`config.mk`:
```
export PLATFORM = sky130hd
export DESIGN_NAME = cnn_layer_accel_result_packer
export DESIGN_NICKNAME = d
export VERILOG_FILES = /design/src/rtl/cnn_layer_accel_pkg.sv /design/src/rtl/cnn_layer_accel_result_fifo.sv /design/src/rtl/cnn_layer_accel_result_packer.sv
export SDC_FILE = /design/constraint.sdc
export NUM_CORES = 1
export LEC_CHECK = 0
export BUFFER_PORTS_ARGS = -buffer_cell sky130_fd_sc_hd__buf_2
export CORE_ASPECT_RATIO = 0.5
export CORE_MARGIN = 3
export CORE_UTILIZATION = 27
export CTS_BUF_LIST = sky130_fd_sc_hd__clkbuf_16
export DETAILED_ROUTE_END_ITERATION = 10
export SKIP_CTS_REPAIR_TIMING = 1
export SLEW_MARGIN = 5
export SYNTH_ARGS = -nofsm -noshare
export SYNTH_HDL_FRONTEND = slang
export SYNTH_HIERARCHICAL = 1
export SYNTH_SLANG_ARGS = --single-unit
```
`constraint.sdc`:
```
create_clock -name clk_if -period 7.94 [get_ports clk_if]
set_input_delay 0 -clock clk_if [delete_from_list [all_inputs] [get_ports clk_if]]
set_output_delay 0 -clock clk_if [all_outputs]
set_load 0.005 [all_outputs]
```
`src/rtl/cnn_layer_accel_pkg.sv`:
```
// Shared constants and types for the CNN layer accelerator result path.
// Lane geometry and packer FSM encoding are defined once here.
package cnn_layer_accel_pkg;

    localparam int unsigned LANES      = 8;
    localparam int unsigned LANE_W     = 16;
    localparam int unsigned LANE_CNT_W = 3;
    localparam int unsigned WORD_W     = LANES * LANE_W;
    localparam int unsigned ENTRY_W    = WORD_W + LANES + 1;

    typedef enum logic [1:0] {
        ST_PACK  = 2'd0,
        ST_FLUSH = 2'd1,
        ST_DRAIN = 2'd2
    } pack_state_e;

    // Mask with the low n lanes set.
    function automatic logic [LANES-1:0] lane_mask(input logic [LANE_CNT_W-1:0] n);
        logic [LANES-1:0] m;
        m = '0;
        for (int unsigned k = 0; k < LANES; k++) begin
            m[k] = (k < 32'(n));
        end
        return m;
    endfunction

endpackage

```
`src/rtl/cnn_layer_accel_result_fifo.sv`:
```
// Synchronous FIFO with a registered head entry; a push into an empty FIFO
// becomes visible on the output the cycle after the push edge.
module cnn_layer_accel_result_fifo #(
    parameter int unsigned WIDTH = 137,
    parameter int unsigned DEPTH = 4
) (
    input  logic             clk_if,
    input  logic             rst,
    input  logic             push,
    input  logic [WIDTH-1:0] push_data,
    input  logic             pop,
    output logic [WIDTH-1:0] head_data,
    output logic             full,
    output logic             empty
);

    localparam int unsigned AW = (DEPTH > 1) ? $clog2(DEPTH) : 1;
    localparam logic [AW:0] FULL_CNT = (AW + 1)'(DEPTH);

    logic [WIDTH-1:0] mem [DEPTH];
    logic [AW-1:0]    wr_ptr;
    logic [AW-1:0]    rd_ptr;
    logic [AW-1:0]    rd_ptr_next;
    logic [AW:0]      count;
    logic [AW:0]      count_next;
    logic             do_push;
    logic             do_pop;
    logic [WIDTH-1:0] head_q;
    logic [WIDTH-1:0] head_next;

    always_comb begin
        do_pop      = pop && (count != '0);
        do_push     = push && ((count != FULL_CNT) || do_pop);
        rd_ptr_next = do_pop ? rd_ptr + AW'(1) : rd_ptr;
        count_next  = count + (AW + 1)'(do_push) - (AW + 1)'(do_pop);
        // Head is refilled from the incoming word only when nothing else remains.
        if (do_push && ((count - (AW + 1)'(do_pop)) == '0)) begin
            head_next = push_data;
        end else if (count_next == '0) begin
            head_next = '0;
        end else begin
            head_next = mem[rd_ptr_next];
        end
    end

    always_ff @(posedge clk_if or posedge rst) begin
        if (rst) begin
            wr_ptr <= '0;
            rd_ptr <= '0;
            count  <= '0;
            head_q <= '0;
        end else begin
            if (do_push) begin
                wr_ptr <= wr_ptr + AW'(1);
            end
            rd_ptr <= rd_ptr_next;
            count  <= count_next;
            head_q <= head_next;
        end
    end

    always_ff @(posedge clk_if) begin
        if (do_push) begin
            mem[wr_ptr] <= push_data;
        end
    end

    assign head_data = head_q;
    assign full      = (count == FULL_CNT);
    assign empty     = (count == '0);

endmodule

```
`src/rtl/cnn_layer_accel_result_packer.sv`:
```
// Packs 16-bit convolution results into 8-lane 128-bit words with a lane mask,
// buffers them in a small FIFO and supports a job-end flush of the partial word.
module cnn_layer_accel_result_packer
    import cnn_layer_accel_pkg::*;
#(
    parameter int unsigned C_FIFO_DEPTH = 4
) (
    input  logic         clk_if,
    input  logic         rst,
    input  logic         result_valid,
    output logic         result_accept,
    input  logic [15:0]  result_data,
    input  logic         flush,
    output logic         flush_done,
    output logic         pack_valid,
    input  logic         pack_ready,
    output logic [127:0] pack_data,
    output logic [7:0]   pack_mask,
    output logic         pack_last,
    output logic [31:0]  result_count
);

    pack_state_e           state;
    pack_state_e           state_next;
    logic [LANE_CNT_W-1:0] lane_cnt;
    logic [LANE_W-1:0]     lanes [LANES];
    logic [31:0]           count_q;
    logic                  flush_done_q;
    logic                  flush_done_next;

    logic                  fifo_full;
    logic                  fifo_empty;
    logic [ENTRY_W-1:0]    fifo_head;
    logic                  pop;
    logic                  room;
    logic                  accept;
    logic                  last_lane;
    logic                  push;
    logic [WORD_W-1:0]     push_word;
    logic [LANES-1:0]      push_mask;
    logic                  push_last;
    logic [ENTRY_W-1:0]    push_entry;

    always_comb begin
        pop       = !fifo_empty && pack_ready;
        room      = !fifo_full || pop;
        last_lane = (lane_cnt == LANE_CNT_W'(LANES - 1));
        result_accept = !rst && (state == ST_PACK) && !flush && (!last_lane || room);
        accept    = result_valid && result_accept;
        push      = (accept && last_lane) ||
                    ((state == ST_FLUSH) && (lane_cnt != '0) && room);

        // A full word takes lane 7 straight from the input; a flushed word zero-fills.
        push_word = '0;
        for (int unsigned k = 0; k < LANES; k++) begin
            if (k < 32'(lane_cnt)) begin
                push_word[k*LANE_W +: LANE_W] = lanes[k];
            end else if ((k == LANES - 1) && (state == ST_PACK)) begin
                push_word[k*LANE_W +: LANE_W] = result_data;
            end
        end
        push_mask  = (state == ST_PACK) ? {LANES{1'b1}} : lane_mask(lane_cnt);
        push_last  = (state == ST_FLUSH);
        push_entry = {push_last, push_mask, push_word};
    end

    always_comb begin
        state_next      = state;
        flush_done_next = 1'b0;
        case (state)
            ST_PACK: begin
                if (flush) begin
                    state_next = ST_FLUSH;
                end
            end
            ST_FLUSH: begin
                if ((lane_cnt == '0) || room) begin
                    state_next = ST_DRAIN;
                end
            end
            ST_DRAIN: begin
                if (fifo_empty) begin
                    state_next      = ST_PACK;
                    flush_done_next = 1'b1;
                end
            end
            default: state_next = ST_PACK;
        endcase
    end

    always_ff @(posedge clk_if or posedge rst) begin
        if (rst) begin
            state        <= ST_PACK;
            lane_cnt     <= '0;
            count_q      <= '0;
            flush_done_q <= 1'b0;
            for (int unsigned k = 0; k < LANES; k++) begin
                lanes[k] <= '0;
            end
        end else begin
            state        <= state_next;
            flush_done_q <= flush_done_next;
            if (accept) begin
                lanes[lane_cnt] <= result_data;
                lane_cnt        <= last_lane ? '0 : lane_cnt + LANE_CNT_W'(1);
                count_q         <= count_q + 32'd1;
            end else if ((state == ST_FLUSH) && push) begin
                lane_cnt <= '0;
            end
        end
    end

    cnn_layer_accel_result_fifo #(
        .WIDTH (ENTRY_W),
        .DEPTH (C_FIFO_DEPTH)
    ) u_fifo (
        .clk_if    (clk_if),
        .rst       (rst),
        .push      (push),
        .push_data (push_entry),
        .pop       (pop),
        .head_data (fifo_head),
        .full      (fifo_full),
        .empty     (fifo_empty)
    );

    assign pack_valid   = !fifo_empty;
    assign pack_data    = fifo_head[WORD_W-1:0];
    assign pack_mask    = fifo_head[WORD_W +: LANES];
    assign pack_last    = fifo_head[ENTRY_W-1];
    assign flush_done   = flush_done_q;
    assign result_count = count_q;

endmodule

```
Word-level counts from Yosys, hierarchy flattened

Memory sizes are Yosys's and may differ from the RTL's.
Cells that the tools add are included.

Register bits after elaboration: 310
Bits in writable memories: 548
Logic and storage cells: 100
Memories kept: 1

Memory list:

| name       | depth | width | rd ports | clocked after memory_dff | wr ports | line                              | source |
|---|---|---|---|---|---|---|---|
| u_fifo.mem | 4     | 137   | 1        | 0                        | 1        | cnn_layer_accel_result_fifo.sv:20 | `logic [WIDTH-1:0] mem [DEPTH];` |

$add $sub $neg: 7
Magnitude comparators: 9
Equal/unequal tests: 8
Multiplexer cells: 26
Bitwise gates (word level): 1
Reductions and logical operators: 32

Operators with widths:

| operator                                                                     | count |
|---|---|
| 137-bit two-way mux                                                          | 2 |
| 16-bit two-way mux                                                           | 9 |
| 128-bit bitwise mux                                                          | 1 |
| 16-bit demux with 3-bit select                                               | 1 |
| 32-bit by 1-bit adder with 32-bit output, second input constant              | 1 |
| 1-bit logical AND                                                            | 13 |
| 3-bit logical NOT                                                            | 4 |
| 3-bit less-than comparator, first input constant                             | 3 |
| 3-bit two-way mux                                                            | 3 |
| 2-bit two-way mux                                                            | 4 |
| 8-bit two-way mux                                                            | 1 |
| 3-bit equality test, second input constant                                   | 2 |
| 1-bit by 3-bit less-than comparator with 1-bit output, first input constant  | 2 |
| 2-bit by 3-bit less-than comparator with 1-bit output, first input constant  | 2 |
| 2-bit one-hot mux with 3 select lines                                        | 1 |
| 3-bit nonzero test                                                           | 2 |
| 3-bit by 1-bit subtractor with 3-bit output                                  | 2 |
| 1-bit logical NOT                                                            | 5 |
| 1-bit logical OR                                                             | 5 |
| 2-bit by 1-bit adder with 2-bit output, second input constant                | 2 |
| 4-bit >= comparator, second input constant                                   | 1 |
| 4-bit by 1-bit less-than comparator with 1-bit output, second input constant | 1 |
| 1-bit two-way mux                                                            | 4 |
| 2-bit inequality test, second input constant                                 | 2 |
| 10 further kinds                                                             | 10 |

Depth between registers and ports, before layout

Gate-level depths: netlist (run 1).

Depth in word-level cells: 15
Gate-level depth with buffers: 20
Mapped depth without buffers: 16

By module

The synthesis (run 1) kept the hierarchy.

Modules (own cells, without submodules):

| module                        | times used | cells each | area each (um^2) | sequential area each (um^2) |
|---|---|---|---|---|
| cnn_layer_accel_result_fifo   | 1          | 1361       | 26486.7          | 20059.2 |
| cnn_layer_accel_result_packer | 1          | 588        | 6986.7           | 3753.6 |

Worst setup path after synthesis (run 1)

No wires, ideal clock.

Path type: reg-to-reg
Start: reg lane_cnt[0]
End: mem u_fifo.mem[0][0], enable pin
Library setup time: 0.514 ns
Arrival: 4.881 ns
Data required time: 7.426 ns
Setup slack: 2.546 ns
Stages on the path, launching flop included: 9
Period minus slack after synthesis: 5.394 ns
Path through: dfrtp_1 ha_1 ha_1 and2_1 a211oi_1 buf_2 nand2_1 nand2_1 and3_1

Word-level cells in the longest chain between the ends: 10
Elaborated cells between the ends (all ways): 13
Classes of those cells: 1 x eq/ne; 2 x mux; 10 x reduce/logical

RTL lines:

| item                                        | line                                 | source |
|---|---|---|
| from (decl)                                 | cnn_layer_accel_result_packer.sv:25  | `logic [LANE_CNT_W-1:0] lane_cnt;` |
| from (signal assigned)                      | cnn_layer_accel_result_packer.sv:105 | `lane_cnt <= last_lane ? '0 : lane_cnt + LANE_CNT_W'(1);` |
| 3-bit equality test                         | cnn_layer_accel_result_packer.sv:47  | `last_lane = (lane_cnt == LANE_CNT_W'(LANES - 1));` |
| 1-bit logical NOT                           | cnn_layer_accel_result_packer.sv:48  | `result_accept = !rst && (state == ST_PACK) && !flush && (!last_lane \|\| room);` |
| 1-bit logical OR                            | cnn_layer_accel_result_packer.sv:48  |  |
| 1-bit logical AND                           | cnn_layer_accel_result_packer.sv:48  |  |
| 1-bit logical AND                           | cnn_layer_accel_result_packer.sv:49  | `accept = result_valid && result_accept;` |
| 1-bit logical AND                           | cnn_layer_accel_result_packer.sv:50  | `push = (accept && last_lane) \|\|` |
| 1-bit logical OR (*)                        | cnn_layer_accel_result_packer.sv:50  |  |
| net push                                    | cnn_layer_accel_result_packer.sv:38  | `logic push;` |
| 1-bit logical AND (*)                       | cnn_layer_accel_result_fifo.sv:33    | `do_push = push && ((count != FULL_CNT) \|\| do_pop);` |
| 1-bit two-way mux (*)                       | cnn_layer_accel_result_fifo.sv:63    | `if (do_push) begin` |
| 1-bit two-way mux (not written as such) (*) | cnn_layer_accel_result_fifo.sv:64    | `mem[wr_ptr] <= push_data;` |
| to (decl)                                   | cnn_layer_accel_result_fifo.sv:20    |  |

The timed path passes the listed nets; every way through them passes the cells marked *.

Final worst setup path (run 1)

Start: reg u_fifo.count[1]
End: reg u_fifo.head_q[46] (netlist: u_fifo/head_data[46])

Word-level cells in the longest chain between the ends: 15
Elaborated cells between the ends (all ways): 27
Classes of those cells: 3 x add/sub; 2 x eq/ne; 3 x mux; 18 x reduce/logical; 1 x memory

RTL lines:

| item                                        | line                                | source |
|---|---|---|
| from (decl)                                 | cnn_layer_accel_result_fifo.sv:24   | `logic [AW:0] count;` |
| from (signal assigned)                      | cnn_layer_accel_result_fifo.sv:57   | `count <= count_next;` |
| 3-bit logical NOT (*)                       | cnn_layer_accel_result_fifo.sv:70   | `assign empty = (count == '0);` |
| net fifo_empty                              | cnn_layer_accel_result_packer.sv:32 | `logic fifo_empty;` |
| 1-bit logical NOT (*)                       | cnn_layer_accel_result_packer.sv:45 | `pop = !fifo_empty && pack_ready;` |
| 1-bit logical AND (*)                       | cnn_layer_accel_result_packer.sv:45 |  |
| net pop                                     | cnn_layer_accel_result_packer.sv:34 | `logic pop;` |
| 1-bit logical OR                            | cnn_layer_accel_result_packer.sv:46 | `room = !fifo_full \|\| pop;` |
| 1-bit logical OR                            | cnn_layer_accel_result_packer.sv:48 |  |
| 1-bit logical AND                           | cnn_layer_accel_result_packer.sv:48 |  |
| [2 not listed]                              | --                                  |  |
| 1-bit logical OR                            | cnn_layer_accel_result_packer.sv:50 |  |
| 1-bit logical AND                           | cnn_layer_accel_result_fifo.sv:33   |  |
| 3-bit by 1-bit adder with 3-bit output      | cnn_layer_accel_result_fifo.sv:35   | `count_next = count + (AW + 1)'(do_push) - (AW + 1)'(do_pop);` |
| 3-bit by 1-bit subtractor with 3-bit output | cnn_layer_accel_result_fifo.sv:35   |  |
| 3-bit logical NOT                           | cnn_layer_accel_result_fifo.sv:39   | `end else if (count_next == '0) begin` |
| 137-bit two-way mux                         | cnn_layer_accel_result_fifo.sv:39   |  |
| 137-bit two-way mux (*)                     | cnn_layer_accel_result_fifo.sv:37   | `if (do_push && ((count - (AW + 1)'(do_pop)) == '0)) begin` |
| net u_fifo.head_next[46]                    | cnn_layer_accel_result_fifo.sv:29   | `logic [WIDTH-1:0] head_next;` |
| to (signal assigned)                        | cnn_layer_accel_result_fifo.sv:58   | `head_q <= head_next;` |
| to (decl)                                   | cnn_layer_accel_result_fifo.sv:28   | `logic [WIDTH-1:0] head_q;` |

Marks and branches as above.
A chain may end at the register's enable or synchronous reset.

==> impl_summary.txt, run 1 <==
----------------------------------------------------
[Worst hold path]
  HP Class ... in2async

[Worst setup path]
  Kind of critical path ... reg2reg
  Slowest cell on crit path ... nand3_4
  WP data required ... 8.50 ns
  FF-to-FF Start ... u_fifo/count[1]
  Category of cells accounting for the largest share of critical-path delay ... simple AND/OR/NAND/NOR gates
  Cell breakdown of the critical path ... nor3_1 > nand2b_1 > inv_1 > or4b_4 > and2_1 > nand2_1 > nand2_1 > ha_1 > fa_1 > xor2_1 > mux2i_1 > nand3_4 > buf_12 > o221ai_2
  Reg2Reg Depth ... 14
  Highest fanout seen on the critical path ... 53
  Startpoint type of the worst setup path ... flop
  Cell type with the highest occurrence count on the critical path ... nand2_1
  Flop2flop setup slack ... between 2 and 3 ns
  Delay contributed by the slowest stage of the critical path ... roughly 0.79 ns
  CP bufs+invs ... 2
  Data arrival time of the worst path ... between 5 and 6 ns
  Endpoint class of the critical path ... flop
  Reg2reg end ... u_fifo/head_data[46]

[Drt]
  Number of violations reported at the end of detailed-routing iteration 0 ... approximately 1.1k
  Met3 routed WL ... roughly 3600 µm
  Total wirelength of the detailed-routed design ... approximately 82000 µm
  DRC ... 0
  Antenna Violating Nets Remaining ... 0
  Total met2 wirelength after detailed routing ... 41400 µm
  Average wire per cell in the routed design ... around 21 µm
  Routed metal-1 wirelength ... around 35000 µm
  Number of optimization iterations in the first detailed-route pass ... 5
  Uppermost layer routed ... met4
  Post-detailed-route via-to-cell ratio ... between 4 and 5
  Routed via count ... 17.5k

[STA]
  Final cycle utilization of the critical path ... approximately two thirds
  Highest achievable clock rate ... approximately 190 MHz
  Actual slew at the worst max-slew pin ... around 1.1 ns
  Slew Limit Headroom ... ~28%
  Worst clock skew ... roughly 0.031 ns
  Unrepaired setup endpoints after global routing ... no
  Worst-case setup margin in the final layout ... around 2.5 ns
  Total setup violations reported at the end of the flow ... 0
  Shortest clock period the worst path allows after layout ... ~5.4 ns
  Total Neg Setup Slack ... 0 ns
  Final Hold Viols ... 0
  Max Slew Vio Count ... 0

[Global route]
  Wire length of the first global-routing pass ... 120000 µm
  GRT overflow ... 0
  Global routing usage summed across all routing layers ... between 10% and 20%
  Largest net degree at the start of global routing ... around 130
  Vias in the first global route ... roughly 18k
  Initial antenna violation count ... 10

[Floorplanning]
  Starting density of the core ... between 20% and 30%
  Rows ... 90
  Width of the chip ... ~500 µm
  Area of the die ... 128000 µm²
  Placeable core region ... roughly 120000 µm²
  Number of top-level pins ... roughly 190
  Overall die height ... roughly 250 µm

[Synthesis]
  Share of synthesized flip-flops with an asynchronous set or reset ... between 30% and 40%
  Dominant combinational cell family by area after synthesis ... multiplexers
  Mapped Nets ... slightly below 2k
  Post-synthesis average cell area ... ~17 µm²
  Fraction of the mapped netlist area in adder cells ... less than 1%
  Post-Syn Area ... roughly 33000 µm²
  Count of state elements after synthesis ... roughly 840
  Synthesized-area fraction occupied by ao, oa, aoi and oai cells ... 6.42%
  Most used flip-flop cell after synthesis ... edfxtp_1
  Netlist cell types ... 48
  Number of instances in the synthesized netlist ... around 2k
  Number of enable flip-flop cells after synthesis ... approximately 550
  Post-Synth XOR/XNOR Area ... under 10%
  Yosys warnings ... 6
  Synth top area cells ... edfxtp_1, dfrtp_1, mux2i_1
  Simple-gate area share of the yosys netlist ... under 10%
  Multiplexer share of the synthesized area ... 12.1%
  Area share of the leading cell type in the synthesized netlist ... about half
  Sequential cell area fraction in the yosys report ... a little under three quarters
  Yosys top cell by area ... edfxtp_1

[Power]
  Power density normalized to cell area ... about 400 nW/µm²
  Portion of total power attributed to combinational logic ... around 37%
  Worst supply voltage drop on vdd ... between 0.0007 and 0.0008 V
  Internal Dissipation ... between 9 and 10 mW
  Switching power ... approximately 5.4 mW
  Leakage ... roughly 15 nW
  Fraction of power consumed by the clock network ... a little under a quarter
  Sequential fraction of design power ... 39.7%
  Net switching share of the total power ... 35.3%

[Clock tree]
  Clock latency on the worst-skew pair ... between 0.6 and 0.7 ns
  CTS HTree Levels ... 3
  Number of clock sinks ... between 800 and 900
  Library cell used as clock root buffer ... clkbuf_16
  Number of clock buffers inserted by TritonCTS ... 81
  TritonCTS clock tree ... done
  Clock-pin slew of the registers on the worst-case setup and hold paths ... around 0.060 ns
  Max Root-Sink Buffers ... 3

[Finish]
  Highest-count cells in the layout ignoring fill and taps ... edfxtp_1, dfrtp_1, mux2i_1
  Number of cells in the finished layout apart from fillers ... 3886
  Final core utilization ... about a third
  Final-layout fill cell count ... around 12k
  Most frequent standard cell in the layout excluding fill and tap cells ... edfxtp_1
  Finished layout cell area ... 38700 µm²
  Sequential cell area ... roughly 24000 µm²
  Synthesis-to-layout area growth ... 15.5%
  Area of combinational cells with multiple inputs ... approximately 8700 µm²
  Proportion of layout cells with a drive suffix above 1 ... roughly a quarter
  Final net count ... around 2.2k

[Placed design]
  Placed wire-length estimate ... around 45000 µm
  Number of input and output port buffers inserted ... roughly 190
  Post-placement cell area ... between 30000 and 40000 µm²
  Placed cell count ... approximately 3.7k
  Place WS ... roughly 2.6 ns
  Global placer's final weighted congestion ... 0.775

[Run]
  Max cap viols ... 0

[Outcome]
  Outcome ... complete, no violations

----------------------------------------------------
[cell usage after synthesis (2+ instances only)]
cell and number:
edfxtp_1 548, dfrtp_1 294, mux2i_1 275, nand2_1 170, o221ai_2 137, mux2_2 102, and2_1 51, nor2b_1 51
buf_2 41, and3_1 39, clkbuf_1 32, buf_12 22, inv_1 22, xnor2_1 20, nand3_1 19, nor2_1 17
xor2_1 16, nor3_1 14, nand4_1 13, ha_1 10, mux2_4 10, buf_6 8, nor4_1 4, a21oi_1 3
buf_8 2, clkbuf_4 2, nand2b_1 2, nor3_2 2, nor3b_1 2, o21ai_0 2, or2_2 2
[worst max path at each step]
stage	startpoint	to	slack, ns	depth (start not counted)
after floorplan	lane_cnt[0]	u_fifo/mem[0][0]	2.55	8
after global placement	u_fifo/count[1]	u_fifo/head_data[29]	2.78	14
after detailed placement	u_fifo/count[1]	u_fifo/head_data[128]	2.60	14
after CTS	u_fifo/count[1]	u_fifo/head_data[46]	2.57	14
after global routing	u_fifo/count[1]	u_fifo/head_data[46]	2.33	14
final	u_fifo/count[1]	u_fifo/head_data[46]	2.54	14
[layer usage]
| metal | track usage, % | vias up |
|---|---|---|
| li1 | - | 7802 |
| met1 | 15.6 | 9211 |
| met2 | 21.8 | 365 |
| met3 | 2.54 | 129 |
| met4 | 4.45 | 0 |
| met5 | 0 | - |
[registers in the layout, summed over array words and instances, names as in the netlist]
name and count:
result_count 32, u_fifo/wr_ptr 2, u_fifo/rd_ptr 2, u_fifo/mem 548, u_fifo/count 3, flush_done 1
u_fifo/head_data 137, lanes 112, state 2, lane_cnt 3
[per-stage QoR]
step | hold WS [ns] | total power, mW
after floorplan | 0.113 | 10.5
after global placement | 0.227 | 11.7
after detailed placement | 0.237 | 11.8
after CTS | -0.468 | 15.5
after global routing | 0.253 | 16.0
final | 0.207 | 15.3
[power groups by stage]
stage          registers (mW)  logic [mW]  clock network, mW
2_1_floorplan            5.97        4.51                  0
3_3_place_gp             6.15        5.52                  0
3_5_place_dp             6.17        5.65                  0
4_1_cts                  6.08        5.66               3.73
5_1_grt                  6.11        6.00               3.91
6_report                 6.05        5.57               3.64
[worst reg2reg max path: stages, from the launching register on]
cell and delay [ns]:
dfrtp_1 0.50, nor3_1 0.49, nand2b_1 0.36, inv_1 0.18, or4b_4 0.56, and2_1 0.23
nand2_1 0.08, nand2_1 0.07, ha_1 0.20, fa_1 0.37, xor2_1 0.25, mux2i_1 0.38
nand3_4 0.79, buf_12 0.59, o221ai_2 0.25
[cell families (layout without fill, tap and decap cells)]
kind of cell,Yosys count,after routing
AO/OA/AOI/OAI,149,149
XOR/XNOR,37,37
adder cells (fa/ha/maj),11,11
buffers and inverters,130,410
flip-flops,842,842
multiplexers,387,387
other,0,1
AND/OR/NAND/NOR,393,393
[layout make-up]
cell class / count / area share [%]
well taps: 1656 / 5.36
clock buffers: 83 / 5.37
inverters: 22 / 0.239
diodes: 1 / 0.00647
multi-input cells: 977 / 22.6
repair buffers: 238 / 3.74
flip-flops and latches: 842 / 61.6
clock inverters: 67 / 1.12
No activity file was read; power rests on OpenSTA's default activity.
==> run 2: changes to the inputs <==
clock period = 5.4 ns   (was 7.94 ns; I/O delays follow)
==> impl_summary.txt, run 2 (synthesized netlist as in run 1, its figures left out) <==
----------------------------------------------------
[Outcome]
  Outcome ... complete, no violations

[Global route]
  Wire length of the first global-routing pass ... 120000 µm
  Global routing usage summed across all routing layers ... around 12%
  GRT overflow ... 0
  Largest net degree at the start of global routing ... 85
  Vias in the first global route ... 18.0k
  Initial antenna violation count ... 7

[STA]
  Unrepaired setup endpoints after global routing ... no
  Final Hold Viols ... 0
  Actual slew at the worst max-slew pin ... around 1 ns
  Shortest clock period the worst path allows after layout ... roughly 4.7 ns
  Worst Hold Slack ... around 0.049 ns
  Final cycle utilization of the critical path ... around 87%
  Highest achievable clock rate ... about 210 MHz
  Worst clock skew ... 0.0287 ns
  Total Neg Setup Slack ... 0 ns
  Max Slew Vio Count ... 0
  Total setup violations reported at the end of the flow ... 0
  Slew Limit Headroom ... 33.1%

[Floorplanning]
  Overall die height ... ~250 µm
  Starting density of the core ... a little over a quarter
  Rows ... 90
  Number of top-level pins ... slightly below 200
  Placeable core region ... approximately 120000 µm²
  Area of the die ... 128000 µm²
  Width of the chip ... ~500 µm

[Power]
  Worst supply voltage drop on vdd ... slightly below 0.0009 V
  Leakage ... 15.1 nW
  Total design power ... approximately 23 mW
  Power density normalized to cell area ... 589 nW/µm²

[Drt]
  Average wire per cell in the routed design ... around 21 µm
  Number of optimization iterations in the first detailed-route pass ... 7
  Number of violations reported at the end of detailed-routing iteration 0 ... about 1.0k
  DRC ... 0
  Antenna Violating Nets Remaining ... 0
  Total wirelength of the detailed-routed design ... between 80000 and 90000 µm
  Routed via count ... about 17k
  Post-detailed-route via-to-cell ratio ... about 4.5

[Clock tree]
  Library cell used as clock root buffer ... clkbuf_16
  Number of clock buffers inserted by TritonCTS ... 82
  TritonCTS clock tree ... done
  Max Root-Sink Buffers ... 3
  Clock-pin slew of the registers on the worst-case setup and hold paths ... 0.07 ns
  Clock latency on the worst-skew pair ... about 0.67 ns
  CTS HTree Levels ... 3
  Number of clock sinks ... 842

[Run]
  Max cap viols ... 0

[Finish]
  Number of flip-flops in the largest register ... between 500 and 600
  Final core utilization ... around 32%
  Synthesis-to-layout area growth ... 16.8%
  Register with the most flip-flops ... u_fifo/mem
  Proportion of layout cells with a drive suffix above 1 ... around 28%
  Finished layout cell area ... between 30000 and 40000 µm²
  Area of combinational cells with multiple inputs ... ~8700 µm²
  Sequential cell area ... around 24000 µm²
  Most frequent standard cell in the layout excluding fill and tap cells ... edfxtp_1
  Final-layout fill cell count ... around 12k
  Final net count ... roughly 2.2k
  Highest-count cells in the layout ignoring fill and taps ... edfxtp_1, dfrtp_1, mux2i_1

[Worst setup path]
  Startpoint type of the worst setup path ... flop
  FF-to-FF Start ... u_fifo/count[1]
  Data arrival time of the worst path ... roughly 5.3 ns
  Cell depth of the worst setup path ... 15
  Category of cells accounting for the largest share of critical-path delay ... simple AND/OR/NAND/NOR gates
  Highest fanout seen on the critical path ... 44
  Kind of critical path ... reg2reg
  Endpoint class of the critical path ... flop
  Cell type with the highest occurrence count on the critical path ... nand2_1
  CP bufs+invs ... 3
  WP data required ... approximately 6.0 ns
  Reg2Reg Depth ... 15
  Slowest cell on crit path ... or4b_4
  Critical Path Source ... u_fifo/count[1]
  Cell breakdown of the critical path ... nor3_1 > nand2b_1 > inv_1 > or4b_4 > and2_1 > nand2_1 > nand2_1 > ha_1 > fa_1 > xor2_1 > mux2i_1 > nand3_4 > buf_12 > buf_4 > o221ai_2
  Delay contributed by the slowest stage of the critical path ... around 0.56 ns

[Placed design]
  Number of input and output port buffers inserted ... 192
  Post-placement cell area ... around 36000 µm²
  Placed wire-length estimate ... between 40000 and 50000 µm
  Global placer's final weighted congestion ... slightly above 0.7

[Worst hold path]
  HP Class ... in2async

----------------------------------------------------
-- run 2: area by class of cell --
type / count / share of cell area, %
inverter: 22 / 0.237
sequential: 842 / 60.9
tap: 1656 / 5.30
timing repair buffer: 251 / 4.17
multi-input combinational: 977 / 22.3
clock inverter: 69 / 1.69
clock buffer: 84 / 5.38
antenna: 3 / 0.0192
-- run 2: worst paths after layout --
check | to | slack (ns)
worst min register to register | result_count[31] | 0.47
min in group clk_if | result_count[31] | 0.47
worst max-delay path | u_fifo/head_data[44] | 0.71
worst max register to register | u_fifo/head_data[44] | 0.71
max in group asynchronous | u_fifo/head_data[86] | 3.81
worst min-delay path | lanes[124] | 0.05
-- run 2: report_power, final --
| part | internal, mW | switching [mW] |
|---|---|---|
| Combinational | 3.45 | 4.91 |
| Clock | 3.34 | 2.52 |
| Sequential | 8.27 | 0.544 |
-- run 2: through the flow --
| stage | setup WS, ns | instances |
|---|---|---|
| finish | 0.711 | 3904 |
| floorplan | 0.00578 | 1949 |
| global route | 0.350 | 3901 |
| CTS | 0.696 | 3880 |
| global placement | 0.822 | 3727 |
| detailed placement | 0.688 | 3727 |
-- run 2: per-layer routing --
| metal | vias up | track usage (%) | routed length, µm |
|---|---|---|---|
| li1 | 7843 | - | - |
| met1 | 9087 | 16.1 | 35300 |
| met2 | 370 | 20.7 | 39900 |
| met3 | 130 | 2.93 | 4400 |
| met4 | 2 | 4.18 | 2280 |
| met5 | - | 0 | 13 |
-- run 2: worst reg2reg max path, stage by stage, from the launching register on --
cell,delay (ns)
dfrtp_1,0.50
nor3_1,0.41
nand2b_1,0.35
inv_1,0.16
or4b_4,0.56
and2_1,0.23
nand2_1,0.08
nand2_1,0.06
ha_1,0.19
fa_1,0.37
xor2_1,0.26
mux2i_1,0.39
nand3_4,0.33
buf_12,0.36
buf_4,0.26
o221ai_2,0.13
==> run 3: changes to the inputs <==
ABC_AREA = 1   (was unset)
CTS_BUF_LIST = sky130_fd_sc_hd__clkbuf_4 sky130_fd_sc_hd__clkbuf_8   (was sky130_fd_sc_hd__clkbuf_16)
==> impl_summary.txt, run 3 <==
----------------------------------------------------
[Outcome]
  Outcome ... finished, violations left
  Failing checks ... negative hold slack

[Synthesis]
  Sequential cell area fraction in the yosys report ... ~69%
  Post-synthesis average cell area ... approximately 11 µm²
  Most frequently used cell type in the post-synthesis netlist ... nand2_1
  Mapped Nets ... ~3.2k
  Netlist cell types ... 37
  Area share of the leading cell type in the synthesized netlist ... around 48%
  Dominant combinational cell family by area after synthesis ... simple AND/OR/NAND/NOR gates
  Post-Synth XOR/XNOR Area ... less than 1%
  Fraction of the mapped netlist area in adder cells ... less than 1%
  Synthesized-area fraction occupied by ao, oa, aoi and oai cells ... roughly 1.4%
  Yosys top cell by area ... edfxtp_1
  Post-Syn Area ... ~34000 µm²
  Number of enable flip-flop cells after synthesis ... ~550
  Count of state elements after synthesis ... around 840
  Number of instances in the synthesized netlist ... 3194
  Multiplexer share of the synthesized area ... 0%
  Most used flip-flop cell after synthesis ... edfxtp_1
  Share of synthesized flip-flops with an asynchronous set or reset ... about a third
  Simple-gate area share of the yosys netlist ... between 20% and 30%
  Most used standard cells in the synthesized netlist ... nand2_1, nand3_1, edfxtp_1
  Synth top area cells ... edfxtp_1, dfrtp_1, nand3_1
  Yosys warnings ... 6

[Drt]
  Met3 routed WL ... around 6700 µm
  Post-detailed-route via-to-cell ratio ... between 4 and 5
  Routed metal-1 wirelength ... 40100 µm
  Number of optimization iterations in the first detailed-route pass ... 6
  Average wire per cell in the routed design ... between 15 and 20 µm
  Total wirelength of the detailed-routed design ... a little under 100000 µm
  Number of violations reported at the end of detailed-routing iteration 0 ... ~1.8k
  Antenna Violating Nets Remaining ... 0
  Routed via count ... ~24k
  DRC ... 0
  Total met2 wirelength after detailed routing ... around 47000 µm
  Uppermost layer routed ... met4

[Worst setup path]
  Delay contributed by the slowest stage of the critical path ... around 0.7 ns
  Highest fanout seen on the critical path ... between 40 and 50
  Reg2Reg Depth ... 18
  Cell type with the highest occurrence count on the critical path ... nand2_1
  FF-to-FF Start ... lane_cnt[2]
  Flop2flop setup slack ... about 1.1 ns
  WP data required ... 6.10 ns
  Endpoint class of the critical path ... flop
  Slowest cell on crit path ... dfrtp_1
  Cell breakdown of the critical path ... ha_1 > nand3_1 > nand3_4 > o21ai_0 > or2_2 > nand2_1 > ha_1 > fa_1 > inv_1 > nor2_1 > nor2_1 > nand2_1 > nand2_1 > nor2_1 > nor2_4 > buf_12 > nand3_1 > nand2_1
  Reg2reg end ... u_fifo/head_data[0]
  Kind of critical path ... reg2reg
  Data arrival time of the worst path ... about 5 ns
  Critical Path Source ... lane_cnt[2]
  Startpoint type of the worst setup path ... flop

[Finish]
  Register with the most flip-flops ... u_fifo/mem
  Most frequent standard cell in the layout excluding fill and tap cells ... nand2_1
  Final net count ... approximately 3.4k
  Highest-count cells in the layout ignoring fill and taps ... nand2_1, nand3_1, edfxtp_1
  Final-layout fill cell count ... between 10k and 15k
  Area of combinational cells with multiple inputs ... approximately 8900 µm²
  Finished layout cell area ... 39800 µm²
  Sequential cell area ... 23800 µm²
  Number of flip-flops in the largest register ... 548
  Number of cells in the finished layout apart from fillers ... slightly above 5k
  Synthesis-to-layout area growth ... 15.7%
  Proportion of layout cells with a drive suffix above 1 ... between 10% and 20%

[STA]
  Actual slew at the worst max-slew pin ... roughly 1.1 ns
  Final cycle utilization of the critical path ... about 80%
  Highest achievable clock rate ... 232 MHz
  Total setup violations reported at the end of the flow ... 0
  Unrepaired setup endpoints after global routing ... no
  Final Hold Viols ... 1
  Worst clock skew ... ~0.063 ns
  Shortest clock period the worst path allows after layout ... approximately 4.3 ns
  Max Slew Vio Count ... 0
  Worst Hold Slack ... -0.0101 ns
  Slew Limit Headroom ... 25.3%

[Clock tree]
  Library cell used as clock root buffer ... clkbuf_8
  Number of clock sinks ... 842
  Max Root-Sink Buffers ... 3
  TritonCTS clock tree ... done
  CTS HTree Levels ... 3
  Clock latency on the worst-skew pair ... between 0.7 and 0.8 ns
  Clock-pin slew of the registers on the worst-case setup and hold paths ... roughly 0.060 ns
  Number of clock buffers inserted by TritonCTS ... approximately 120

[Worst hold path]
  HP Class ... in2reg
  Source of the worst hold timing path ... result_data[10]
  Cells on Worst Hold Path ... 4
  Worst hold path endpoint ... lanes[106]

[Placed design]
  Post-placement cell area ... about 37000 µm²
  Number of input and output port buffers inserted ... 192
  Global placer's final weighted congestion ... 0.800
  Placed cell count ... between 4k and 5k
  Placed wire-length estimate ... 52700 µm

[Global route]
  Initial antenna violation count ... 2
  GRT overflow ... 0
  Vias in the first global route ... roughly 23k
  Wire length of the first global-routing pass ... 146000 µm
  Global routing usage summed across all routing layers ... between 10 and 15%
  Largest net degree at the start of global routing ... 138

[Floorplanning]
  Overall die height ... 258 µm
  Placeable core region ... 125000 µm²
  Area of the die ... about 130000 µm²
  Number of top-level pins ... ~190
  Width of the chip ... ~500 µm
  Starting density of the core ... 27.6%
  Rows ... 91

[Power]
  Leakage ... roughly 16 nW
  Worst supply voltage drop on vdd ... approximately 0.00036 V
  Total design power ... about 22 mW
  Power density normalized to cell area ... 560 nW/µm²

[Run]
  Max cap viols ... 0

----------------------------------------------------
-- run 3: kinds of logic (layout without fill, tap and decap cells) --
group | Yosys count | after routing
adders and majority gates | 11 | 11
DFF | 842 | 842
xor gates and xnor gates | 15 | 15
other | 0 | 2
AOI/OAI and AO/OA | 93 | 93
and+or+nand+nor | 1859 | 1859
buffers and inverters | 374 | 665
-- run 3: metal layers --
layer  vias up  track usage, %
met4         0            5.23
met3       193            2.88
met5         -               0
met1     11900            18.2
li1      11100               -
met2       820            24.3
-- run 3: how the worst max path moves through the flow --
| stage | slack, ns | cells past startpoint | to |
|---|---|---|---|
| final | 1.08 | 18 | u_fifo/head_data[0] |
| after floorplan | -0.59 | 12 | u_fifo/mem[0][0] |
| after detailed placement | 1.15 | 18 | u_fifo/head_data[40] |
| after global placement | 1.18 | 18 | u_fifo/head_data[30] |
| after CTS | 1.10 | 18 | u_fifo/head_data[0] |
| after global routing | 0.73 | 18 | u_fifo/head_data[0] |
-- run 3: cell type report --
type / count / area share (%)
clock inverters: 39 / 0.774
multi-input cells: 1978 / 22.3
diodes: 2 / 0.0126
clock buffers: 192 / 5.87
flip-flops and latches: 842 / 59.9
well taps: 1674 / 5.27
inverters: 186 / 1.79
repair buffers: 248 / 4.06
-- run 3: power by group --
group          internal [mW]  switching (mW)  total [mW]
registers               8.37           0.667        9.04
clock network           2.87            2.51        5.38
logic                   2.43            5.42        7.85
-- run 3: metrics by stage --
step	setup WS, ns	hold slack [ns]	setup TNS, ns	util, %
floorplan	-0.591	0.105	-323.80	-
global placement	1.18	0.275	0	29.5
detailed placement	1.15	0.270	0	29.5
CTS	1.10	-0.610	0	31.6
global route	0.725	-0.00795	0	31.9
finish	1.08	-0.0101	0	31.9
-- run 3: worst max-delay path: cells and delay by family (launching register included) --
family	cells	cell delay, ns
fa+ha+maj	3	0.97
buf+inv	2	0.44
simple gates	12	1.67
compound gates	1	0.41
flops	1	0.70
